==> src/rtl/ls_unit_pkg.sv <==
// Shared load/store unit types: FU opcodes, unit state encoding, datapath widths.
package ls_unit_pkg;

    localparam int GPR_SIZE     = 64;
    localparam int ROB_IDX_SIZE = 5;

    localparam logic [2:0] LS_ALIGN_MASK = 3'b111;

    typedef enum logic [3:0] {
        FU_OP_ADD  = 4'd0,
        FU_OP_SUB  = 4'd1,
        FU_OP_LDUR = 4'd2,
        FU_OP_STUR = 4'd3,
        FU_OP_B    = 4'd4
    } fu_op_t;

    typedef enum logic [2:0] {
        LS_IDLE  = 3'd0,
        LS_REQ   = 3'd1,
        LS_WAIT  = 3'd2,
        LS_DRAIN = 3'd3,
        LS_DONE  = 3'd4
    } ls_state_t;

    function automatic logic ls_op_legal(input fu_op_t op);
        return (op == FU_OP_LDUR) || (op == FU_OP_STUR);
    endfunction

endpackage

==> src/rtl/ls_unit.sv <==
// Single-outstanding LDUR/STUR unit: RS accept -> mem req/resp -> one-cycle ROB completion.
// Min latency 3 cycles (1 on alignment/op error); accepts only when idle, holds request until mem ready.
module ls_unit
    import ls_unit_pkg::*;
#(
    parameter int TIMEOUT_CYCLES = 255,
    parameter int TIMEOUT_W      = 8
) (
    input  logic                    in_clk,
    input  logic                    in_rst,
    input  logic                    in_rs_start,
    input  fu_op_t                  in_rs_op,
    input  logic [GPR_SIZE-1:0]     in_rs_val_a,
    input  logic [GPR_SIZE-1:0]     in_rs_val_b,
    input  logic [ROB_IDX_SIZE-1:0] in_rs_dst_rob_index,
    output logic                    out_rs_ready,
    input  logic                    in_rob_is_mispred,
    output logic                    out_mem_req_valid,
    input  logic                    in_mem_req_ready,
    output logic                    out_mem_we,
    output logic [GPR_SIZE-1:0]     out_mem_addr,
    output logic [GPR_SIZE-1:0]     out_mem_wdata,
    input  logic                    in_mem_resp_valid,
    input  logic [GPR_SIZE-1:0]     in_mem_rdata,
    output logic                    out_rob_done,
    output logic [ROB_IDX_SIZE-1:0] out_rob_dst_rob_index,
    output logic [GPR_SIZE-1:0]     out_rob_value,
    output logic                    out_rob_error
);

    ls_state_t                 state_q, state_d;
    logic                      is_store_q;
    logic [GPR_SIZE-1:0]       addr_q, wdata_q, value_q, value_d;
    logic [ROB_IDX_SIZE-1:0]   rob_q;
    logic                      error_q, error_d;
    logic [TIMEOUT_W-1:0]      cnt_q, cnt_d, cnt_sat;
    logic                      accept, bad_op, timed_out, latch_en;

    assign accept    = in_rs_start & (state_q == LS_IDLE) & ~in_rob_is_mispred;
    assign bad_op    = !ls_op_legal(in_rs_op) || ((in_rs_val_a[2:0] & LS_ALIGN_MASK) != 3'b000);
    assign timed_out = (cnt_q >= TIMEOUT_W'(TIMEOUT_CYCLES - 1));
    assign cnt_sat   = (cnt_q == TIMEOUT_W'(TIMEOUT_CYCLES)) ? cnt_q : cnt_q + TIMEOUT_W'(1);

    always_comb begin
        state_d  = state_q;
        cnt_d    = cnt_q;
        value_d  = value_q;
        error_d  = error_q;
        latch_en = 1'b0;
        unique case (state_q)
            LS_IDLE: begin
                if (accept) begin
                    latch_en = 1'b1;
                    value_d  = '0;
                    error_d  = bad_op;
                    state_d  = bad_op ? LS_DONE : LS_REQ;
                end
            end
            LS_REQ: begin
                // A request the memory already took must still be drained.
                if (in_rob_is_mispred) begin
                    state_d = in_mem_req_ready ? LS_DRAIN : LS_IDLE;
                    cnt_d   = '0;
                end else if (in_mem_req_ready) begin
                    state_d = LS_WAIT;
                    cnt_d   = '0;
                end
            end
            LS_WAIT: begin
                cnt_d = cnt_sat;
                if (in_rob_is_mispred) begin
                    state_d = in_mem_resp_valid ? LS_IDLE : LS_DRAIN;
                end else if (in_mem_resp_valid) begin
                    state_d = LS_DONE;
                    value_d = is_store_q ? '0 : in_mem_rdata;
                    error_d = 1'b0;
                end else if (timed_out) begin
                    state_d = LS_DONE;
                    value_d = '0;
                    error_d = 1'b1;
                end
            end
            LS_DRAIN: begin
                cnt_d = cnt_sat;
                if (in_mem_resp_valid || timed_out) state_d = LS_IDLE;
            end
            LS_DONE:  state_d = LS_IDLE;
            default:  state_d = LS_IDLE;
        endcase
    end

    always_ff @(posedge in_clk or posedge in_rst) begin
        if (in_rst) begin
            state_q    <= LS_IDLE;
            cnt_q      <= '0;
            value_q    <= '0;
            error_q    <= 1'b0;
            is_store_q <= 1'b0;
            addr_q     <= '0;
            wdata_q    <= '0;
            rob_q      <= '0;
        end else begin
            state_q <= state_d;
            cnt_q   <= cnt_d;
            value_q <= value_d;
            error_q <= error_d;
            if (latch_en) begin
                is_store_q <= (in_rs_op == FU_OP_STUR);
                addr_q     <= in_rs_val_a;
                wdata_q    <= in_rs_val_b;
                rob_q      <= in_rs_dst_rob_index;
            end
        end
    end

    assign out_rs_ready      = (state_q == LS_IDLE);
    assign out_mem_req_valid = (state_q == LS_REQ);
    assign out_mem_we        = out_mem_req_valid & is_store_q;
    assign out_mem_addr      = out_mem_req_valid ? addr_q : '0;
    assign out_mem_wdata     = out_mem_we ? wdata_q : '0;

    // Mispredict in DONE kills the completion pulse in the same cycle.
    assign out_rob_done          = (state_q == LS_DONE) & ~in_rob_is_mispred;
    assign out_rob_dst_rob_index = out_rob_done ? rob_q : '0;
    assign out_rob_value         = out_rob_done ? value_q : '0;
    assign out_rob_error         = out_rob_done & error_q;

endmodule
==> config.mk <==
export PLATFORM = sky130hd
export DESIGN_NAME = ls_unit
export DESIGN_NICKNAME = d
export VERILOG_FILES = /design/src/rtl/ls_unit_pkg.sv /design/src/rtl/ls_unit.sv
export SDC_FILE = /design/constraint.sdc
export NUM_CORES = 1
export LEC_CHECK = 0
export CAP_MARGIN = 20
export CELL_PAD_IN_SITES_DETAIL_PLACEMENT = 2
export CELL_PAD_IN_SITES_GLOBAL_PLACEMENT = 2
export CORE_ASPECT_RATIO = 1.1
export CORE_MARGIN = 2
export CORE_UTILIZATION = 27
export CTS_BUF_LIST = sky130_fd_sc_hd__clkbuf_2 sky130_fd_sc_hd__clkbuf_4 sky130_fd_sc_hd__clkbuf_8
export DETAILED_ROUTE_END_ITERATION = 16
export PLACE_DENSITY = 0.91
export SLEW_MARGIN = 20
export SYNTH_ARGS = -nofsm -noshare
export SYNTH_HDL_FRONTEND = slang
export SYNTH_SLANG_ARGS = --single-unit
==> constraint.sdc <==
create_clock -name in_clk -period 8.5 [get_ports in_clk]
set_clock_uncertainty 0.2 [all_clocks]
set_input_delay 2.125 -clock in_clk [delete_from_list [all_inputs] [get_ports in_clk]]
set_output_delay 2.125 -clock in_clk [all_outputs]
set_load 0.05 [all_outputs]
# Yosys cells after proc, flatten, opt, wreduce, memory -nomap -nowiden
# Cells that the tools add are included.
# Widths: inputs -> output; s select.
[word_totals] reg_bits=210 in_bits=207 out_inout_bits=202 elab_cells=74
[op_classes] add_sub_neg=1 magnitude_cmp=1 n_eq_ne=14 n_mux=32 bitwise=6 reduce_logical=12
[op_table] op="$mux 64" n=8
[op_table] op="$pmux 64 s2" n=1
[op_table] op="$mux 3" n=8
[op_table] op="$mux 8" n=3
[op_table] op="$pmux 8 s2" n=1
[op_table] op="$pmux 3 s4" n=1
[op_table] op="$add 8x1->8 const B" n=1
[op_table] op="$eq 4x2->1 const B" n=2
[op_table] op="$eq 8x8->1 const B" n=1
[op_table] op="$ge 8x8->1 const B" n=1
[op_table] op="$reduce_and 4->1" n=2
[op_table] op="$eq 3x2->1 const B" n=2
[op_table] op="$mux 1" n=6
[op_table] op="$ne 2x2->1 const B" n=3
[op_table] op="$and 1x1->1" n=5
[op_table] op="$mux 5" n=1
[op_table] op="$mux 2" n=2
[op_table] op="$ne 4x4->1 const B" n=1
[op_table] op="$reduce_bool 2->1" n=2
[op_table] op="$eq 3x1->1 const B" n=1
[op_table] op="$eq 3x3->1 const B" n=1
[op_table] op="$logic_not 3->1" n=1
[op_table] op="$logic_or 1x1->1" n=3
[op_table] op="$ne 3x2->1 const B" n=1
[op_table] op="other kinds (8)" n=8

# Longest topological paths before layout
# Gate-level depths: netlist of the first run.
[logic_depth] ltp_word=7 mapped_depth=8

# Least setup slack after synthesis of the first run
# Ideal clock, no wire load.
[synth_timing] path_kind="in2out" start="input in_rob_is_mispred" end="output out_rob_value[54]" t_arrival_ps=3690 required_time_ps=6175 setup_slack_ps=2485 path_stages=3 n_path_buf=1 cell_sequence="nor4b_2 clkbuf_1 and2_1"
[synth_via] elab_chain_len=3
[synth_rtl] item="start, declared" line="ls_unit.sv:17" text="input logic in_rob_is_mispred,"
[synth_rtl] item="$not 1->1" line="ls_unit.sv:123" text="assign out_rob_done = (state_q == LS_DONE) & ~in_rob_is_mispred;"
[synth_rtl] item="$and 1x1->1" line="ls_unit.sv:123"
[synth_rtl] item="net out_rob_done" line="ls_unit.sv:25" text="output logic out_rob_done,"
[synth_rtl] item="$mux 64" line="ls_unit.sv:125" text="assign out_rob_value = out_rob_done ? value_q : '0;"
[synth_rtl] item="end, declared" line="ls_unit.sv:27" text="output logic [GPR_SIZE-1:0] out_rob_value,"
# The timed path passes the listed nets, and every way through them passes these cells.

# Final worst setup path of the first run
[layout_timing] start="input in_rob_is_mispred" end="output out_rob_value[15]"
[layout_via] elab_chain_len=3
[layout_rtl] item="$not 1->1" line="ls_unit.sv:123"
[layout_rtl] item="$and 1x1->1" line="ls_unit.sv:123"
[layout_rtl] item="$mux 64" line="ls_unit.sv:125"
# Every way passes these cells.

==> results of run 1 <==
cells by family (layout without fill, tap and decap cells):
| kind of cell | count (synthesis) | in the layout | synth area share |
|---|---|---|---|
| muxes | 202 | 202 | 0.220 |
| adders and majority gates | 2 | 2 | 0.00251 |
| other | 0 | 1 | 0 |
| AOI/OAI and AO/OA | 29 | 29 | 0.0191 |
| DFF | 210 | 210 | 0.527 |
| and+or+nand+nor | 300 | 300 | 0.172 |
| buffers and inverters | 131 | 561 | 0.0592 |
layout by cell type, fill, tap and decap left out, types with 21 or more instances in the layout:
cell | netlist | routed
dfrtp_1 | 210 | 209
and2_1 | 135 | 135
clkbuf_4 | 0 | 21
and3_1 | 65 | 65
clkdlybuf4s50_1 | 0 | 408
mux2_2 | 135 | 135
mux2i_1 | 67 | 67
nand2_1 | 69 | 69
clkbuf_8 | 0 | 44
inv_1 | 71 | 70
state kept, by name, summed over array words and instances (netlist names):
name        count
rob_q           5
error_q         1
is_store_q      1
cnt_q           8
state_q         3
value_q        64
wdata_q        64
addr_q         64
area by class of cell:
type | count | area (sq um) | area share
clock inverter | 7 | 40.0 | 0.00262
multi-input combinational | 533 | 4160 | 0.272
tap | 487 | 609 | 0.0399
antenna | 1 | 2.50 | 0.000164
clock buffer | 65 | 763 | 0.0499
sequential | 210 | 5260 | 0.344
inverter | 71 | 274 | 0.0179
timing repair buffer | 418 | 4180 | 0.274
critical path, stage by stage:
cell and delay (ns):
clkdlybuf4s50_1 0.60, nor4b_4 0.28, buf_4 0.49, and2_1 0.22, clkdlybuf4s50_1 0.83
where the power goes:
part | total [mW] | internal, mW | switching [mW]
clock network | 1.02 | 0.568 | 0.454
logic | 0.336 | 0.204 | 0.132
registers | 1.21 | 1.13 | 0.0799
metal layers:
layer | part of all wire | vias to the layer above
li1 | - | 3688
met4 | 0.025 | 0
met2 | 0.54 | 322
met5 | 0 | -
met1 | 0.37 | 4126
met3 | 0.071 | 64
through the flow:
| step | total power, mW | hold WS [ns] | cell area (sq um) |
|---|---|---|---|
| final | 2.56 | 0.295 | 15300 |
| after global routing | 2.69 | 0.319 | 15300 |
| after CTS | 2.61 | 0.303 | 15300 |
| after detailed placement | 1.54 | 0.285 | 14500 |
| after global placement | 1.50 | 0.279 | 14500 |
| after floorplan | 1.37 | 0.270 | 9970 |
worst min-delay path by stage:
stage | startpoint | to | depth (start not counted)
2_1_floorplan | addr_q[61] | addr_q[61] | 1
3_3_place_gp | addr_q[15] | addr_q[15] | 1
3_5_place_dp | wdata_q[34] | wdata_q[34] | 1
4_1_cts | addr_q[30] | addr_q[30] | 1
5_1_grt | addr_q[24] | addr_q[24] | 1
6_report | addr_q[30] | addr_q[30] | 1
==> impl_metrics.json, run 1 <==
{
  "slew_headroom": 0.378,
  "dieWidth_um": 187,
  "pre_cts_ws_ns": 1.63,
  "cts_buffers": 41,
  "synthArstFlopShare": 1.00,
  "fill_cells": 3719,
  "grt_start_max_net_pins": 92,
  "post_cts_buffers": 0,
  "areaGrowthSynthToFinish_pct": 53.4,
  "top_usage_layer": "met2",
  "ctsHtreeMaxLevel": 2,
  "synth-edff-count": 0,
  "yosys_warnings": 0,
  "fin_crit_ns": 6.91,
  "setup_ws_ns": 1.59,
  "cp_max_fo": 71,
  "ctsResizeCount": 0,
  "hpwl_mm": 27.1,
  "fin_util": 0.422,
  "wl_per_cell_um": 22.3,
  "ir_worst_vdd_uv": 118,
  "reg2reg_to": "value_q[0]",
  "synth_cell_type_count": 41,
  "clk_latency_ns": 0.55,
  "grt-ovfl-total": 0,
  "syn_area_per_cell_sq_um": 11.4,
  "setup.worst_path.start": "in_rob_is_mispred",
  "critPathKind": "in -> out",
  "yosysTopAreaCell": "dfrtp_1",
  "viasPerCell": 4.58,
  "ios": 409,
  "grtUsageTotal": 0.204,
  "finalSetupViolations": 0,
  "nets": 1484,
  "wl_mm": 40.0,
  "yosysTopAreaCellShare": 0.527,
  "antenna_found_initial": 2,
  "dieArea_sq_um": 38500,
  "critPathRequiredTime_ns": 6.18,
  "io_buffers": 408,
  "grt_pass1_wl_mm": 60.0,
  "initial_utilization": 0.275,
  "fmax_ghz": 0.145,
  "row_count": 73,
  "grt_pass1_vias": 9671,
  "critical_path.endpoint_type": "primary output",
  "grt_use_met2": 0.389,
  "dr_total_vias": 8200,
  "first_pass_iters": 4,
  "cts_root_buf": "clkbuf_8",
  "tightest_slew_ns": 0.933,
  "cts_tree": "done",
  "slew_viol_final": 0,
  "final-instance-count-excl-fill": 1792,
  "ys.flop_type": "dfrtp_1",
  "worstRegToRegCells": 6,
  "drive_above_1_share": 0.175,
  "r2r_start": "state_q[2]",
  "syn-instance-count": 874,
  "maxCapViolCount": 0,
  "setup.worst_path.end": "out_rob_value[15]",
  "hold_class": "reg -> reg",
  "hold_viol": 0,
  "globalplace.congestion": 0.792,
  "clockBufferDepth": 3,
  "first_iter_violations": 229,
  "grtUsageMet1": 0.213,
  "status": "completed",
  "ys_ff_latch": 210,
  "placed_cells": 1718,
  "synthTopCellsByCount": "dfrtp_1, and2_1, mux2_2",
  "coreArea_sq_um": 36300,
  "start_kind": "primary input",
  "p_leak_nw": 6.72,
  "synth.most_common_cell": "dfrtp_1",
  "ant_nets": 0,
  "cts_num_sinks": 210,
  "post-route-period-util": 0.812,
  "grt_setup_unrepaired": "false",
  "synth_nets": 1083,
  "tns_ns": 0,
  "netlist_top_cells_area": "dfrtp_1, mux2_2, and2_1, mux2i_1, and3_1",
  "ys_seq_area_frac": 0.527,
  "die_y_um": 206,
  "postCtsHoldBufs": 0,
  "cp.arrival_ns": 4.58,
  "drc": 0,
  "syn_area_sq_um": 9970,
  "grt_util_met3": 0.0648,
  "power-per-cell-area_nw_per_um2": 168,
  "worst-r2r-setup-slack_ns": 5.46,
  "clk_pin_slew_worst_paths_ns": 0.05
}
No activity file was read; power rests on OpenSTA's default activity.
==> inputs of run 2 (changes only) <==
- CORE_UTILIZATION: 27 -> 24
- PLACE_DENSITY: 0.91 -> 0.86
- clock period: 8.5 -> 6.2 ns (I/O delays scaled with it)
==> run 2 against run 1 <==
Sequential cell count is the same. Via count shrank 1.9%. Global-route usage fell by 3.8 points. Power rose by 37%. Cell area up 0.31%. Critical path type unchanged.
==> impl_metrics.json, run 2 (synthesized netlist as in run 1, its figures left out) <==
{
  "hold_class": "reg -> reg",
  "drive_above_1_share": 0.198,
  "io_buffers": 408,
  "ctsHtreeMaxLevel": 2,
  "whs_endpoint": "addr_q[7]",
  "maxCapViolCount": 0,
  "grt_pass1_vias": 9277,
  "status": "completed",
  "power.internal_mw": 2.62,
  "clk_latency_ns": 0.57,
  "cp_max_fo": 71,
  "swShare": 0.250,
  "hpwl_mm": 25.3,
  "drc": 0,
  "cts_root_buf": "clkbuf_8",
  "grt-ovfl-total": 0,
  "finalSetupViolations": 0,
  "dr_total_vias": 8045,
  "globalplace.congestion": 0.775,
  "critPathKind": "in -> out",
  "cts_num_sinks": 210,
  "hold_viol": 0,
  "ctsResizeCount": 0,
  "slew_viol_final": 0,
  "grt_pass1_wl_mm": 55.0,
  "comb_power_share": 0.125,
  "postCtsHoldBufs": 0,
  "p_total_mw": 3.50,
  "grt_util_met3": 0.0721,
  "tns_ns": 0,
  "initial_utilization": 0.243,
  "coreArea_sq_um": 41100,
  "critical_path.endpoint_type": "primary output",
  "row_count": 78,
  "worstRegToRegCells": 4,
  "nets": 1487,
  "post-route-period-util": 0.919,
  "largestRegisters": "addr_q: 64 flops, value_q: 64 flops, wdata_q: 64 flops",
  "hold_start": "addr_q[7]",
  "clockBufferDepth": 3,
  "viasPerCell": 4.31,
  "ir_worst_vdd_uv": 179,
  "final_cell_mix": "clkdlybuf4s50_1, dfrtp_1, mux2_2, and2_1, inv_1",
  "holdWs_ns": 0.295,
  "final-instance-count-excl-fill": 1865,
  "p_leak_nw": 6.79,
  "grt_start_max_net_pins": 126,
  "p_seq_frac": 0.469,
  "fmax_ghz": 0.176,
  "start_kind": "primary input",
  "critPathRequiredTime_ns": 4.45,
  "grtUsageMet1": 0.176,
  "areaGrowthSynthToFinish_pct": 53.8,
  "placed_cells": 1795,
  "grt_use_met2": 0.298,
  "wl_per_cell_um": 19.2,
  "ios": 409,
  "post_cts_buffers": 0,
  "slew_headroom": 0.485,
  "first_pass_iters": 4,
  "final_common_cell": "clkdlybuf4s50_1",
  "dieArea_sq_um": 43200,
  "dieWidth_um": 198,
  "grt_setup_unrepaired": "false",
  "first_iter_violations": 161,
  "cts_tree": "done",
  "die_y_um": 218,
  "fin_util": 0.373,
  "top_usage_layer": "met2",
  "tightest_slew_ns": 0.772,
  "clk_pin_slew_worst_paths_ns": 0.05,
  "power-per-cell-area_nw_per_um2": 228,
  "r2r_start": "state_q[1]",
  "fin_crit_ns": 5.70,
  "power.switching_mw": 0.875,
  "cts_buffers": 41,
  "holdPathStages": 1,
  "cp.arrival_ns": 3.95,
  "worst-r2r-setup-slack_ns": 3.51,
  "reg2reg_to": "rob_q[2]",
  "wl_mm": 35.9,
  "grtUsageTotal": 0.166,
  "power_frac_clock": 0.406,
  "ant_nets": 0,
  "antenna_found_initial": 1
}
[run 2: cell count changes in the layout (fill, tap and decap cells not counted), moves of 2 or more]
cell | previous run | this run
clkdlybuf4s50_1 | 408 | 377
buf_4 | 8 | 42
clkinv_2 | 5 | 2
clkbuf_4 | 21 | 16
buf_12 | 0 | 2
clkbuf_8 | 44 | 49
[run 2: how the worst max path moves through the flow]
stage	from	to	cells past startpoint
after floorplan	in_rob_is_mispred	out_rob_value[54]	3
after global placement	in_rob_is_mispred	out_rob_value[26]	5
after detailed placement	in_rob_is_mispred	out_rob_value[59]	5
after CTS	in_rob_is_mispred	out_rob_value[59]	5
after global routing	in_rob_is_mispred	out_rob_value[59]	5
final	in_rob_is_mispred	out_rob_value[59]	5
[run 2: power groups by stage]
stage | sequential [mW] | clock (mW) | combinational [mW]
after floorplan | 1.62 | 0 | 0.258
after global placement | 1.64 | 0 | 0.423
after detailed placement | 1.66 | 0 | 0.445
after CTS | 1.64 | 1.49 | 0.449
after global routing | 1.66 | 1.54 | 0.478
final | 1.64 | 1.42 | 0.437
[run 2: layer usage]
metal	wire length, um	vias up
met4	817	0
met1	13300	4007
met2	18200	301
met3	3520	56
met5	0	-
li1	-	3681
[run 2: per-stage QoR]
stage | setup slack [ns] | cell area [sq um]
after detailed placement | 0.486 | 14500
after global placement | 0.598 | 14500
after global routing | 0.313 | 15300
after floorplan | 1.34 | 9970
after CTS | 0.470 | 15300
final | 0.503 | 15300
[run 2: final cells by class]
cell class,instances,area (sq um)
clock inverters,3,17.5
repair buffers,421,4130
diodes,2,5.00
flip-flops and latches,210,5260
multi-input cells,533,4160
clock buffers,65,795
fillers,4305,25800
inverters,71,270
well taps,560,701
[run 2: worst max-delay path, cell delays in order]
cell	delay, ns
clkdlybuf4s50_1	0.58
nor4b_4	0.27
buf_4	0.49
and2_1	0.22
clkdlybuf4s50_1	0.81
==> inputs of run 3 (changes only) <==
- CAP_MARGIN: 20 -> 15
==> results of run 3 <==
No change in the layout: final DEF, timing and power equal those of run 2.
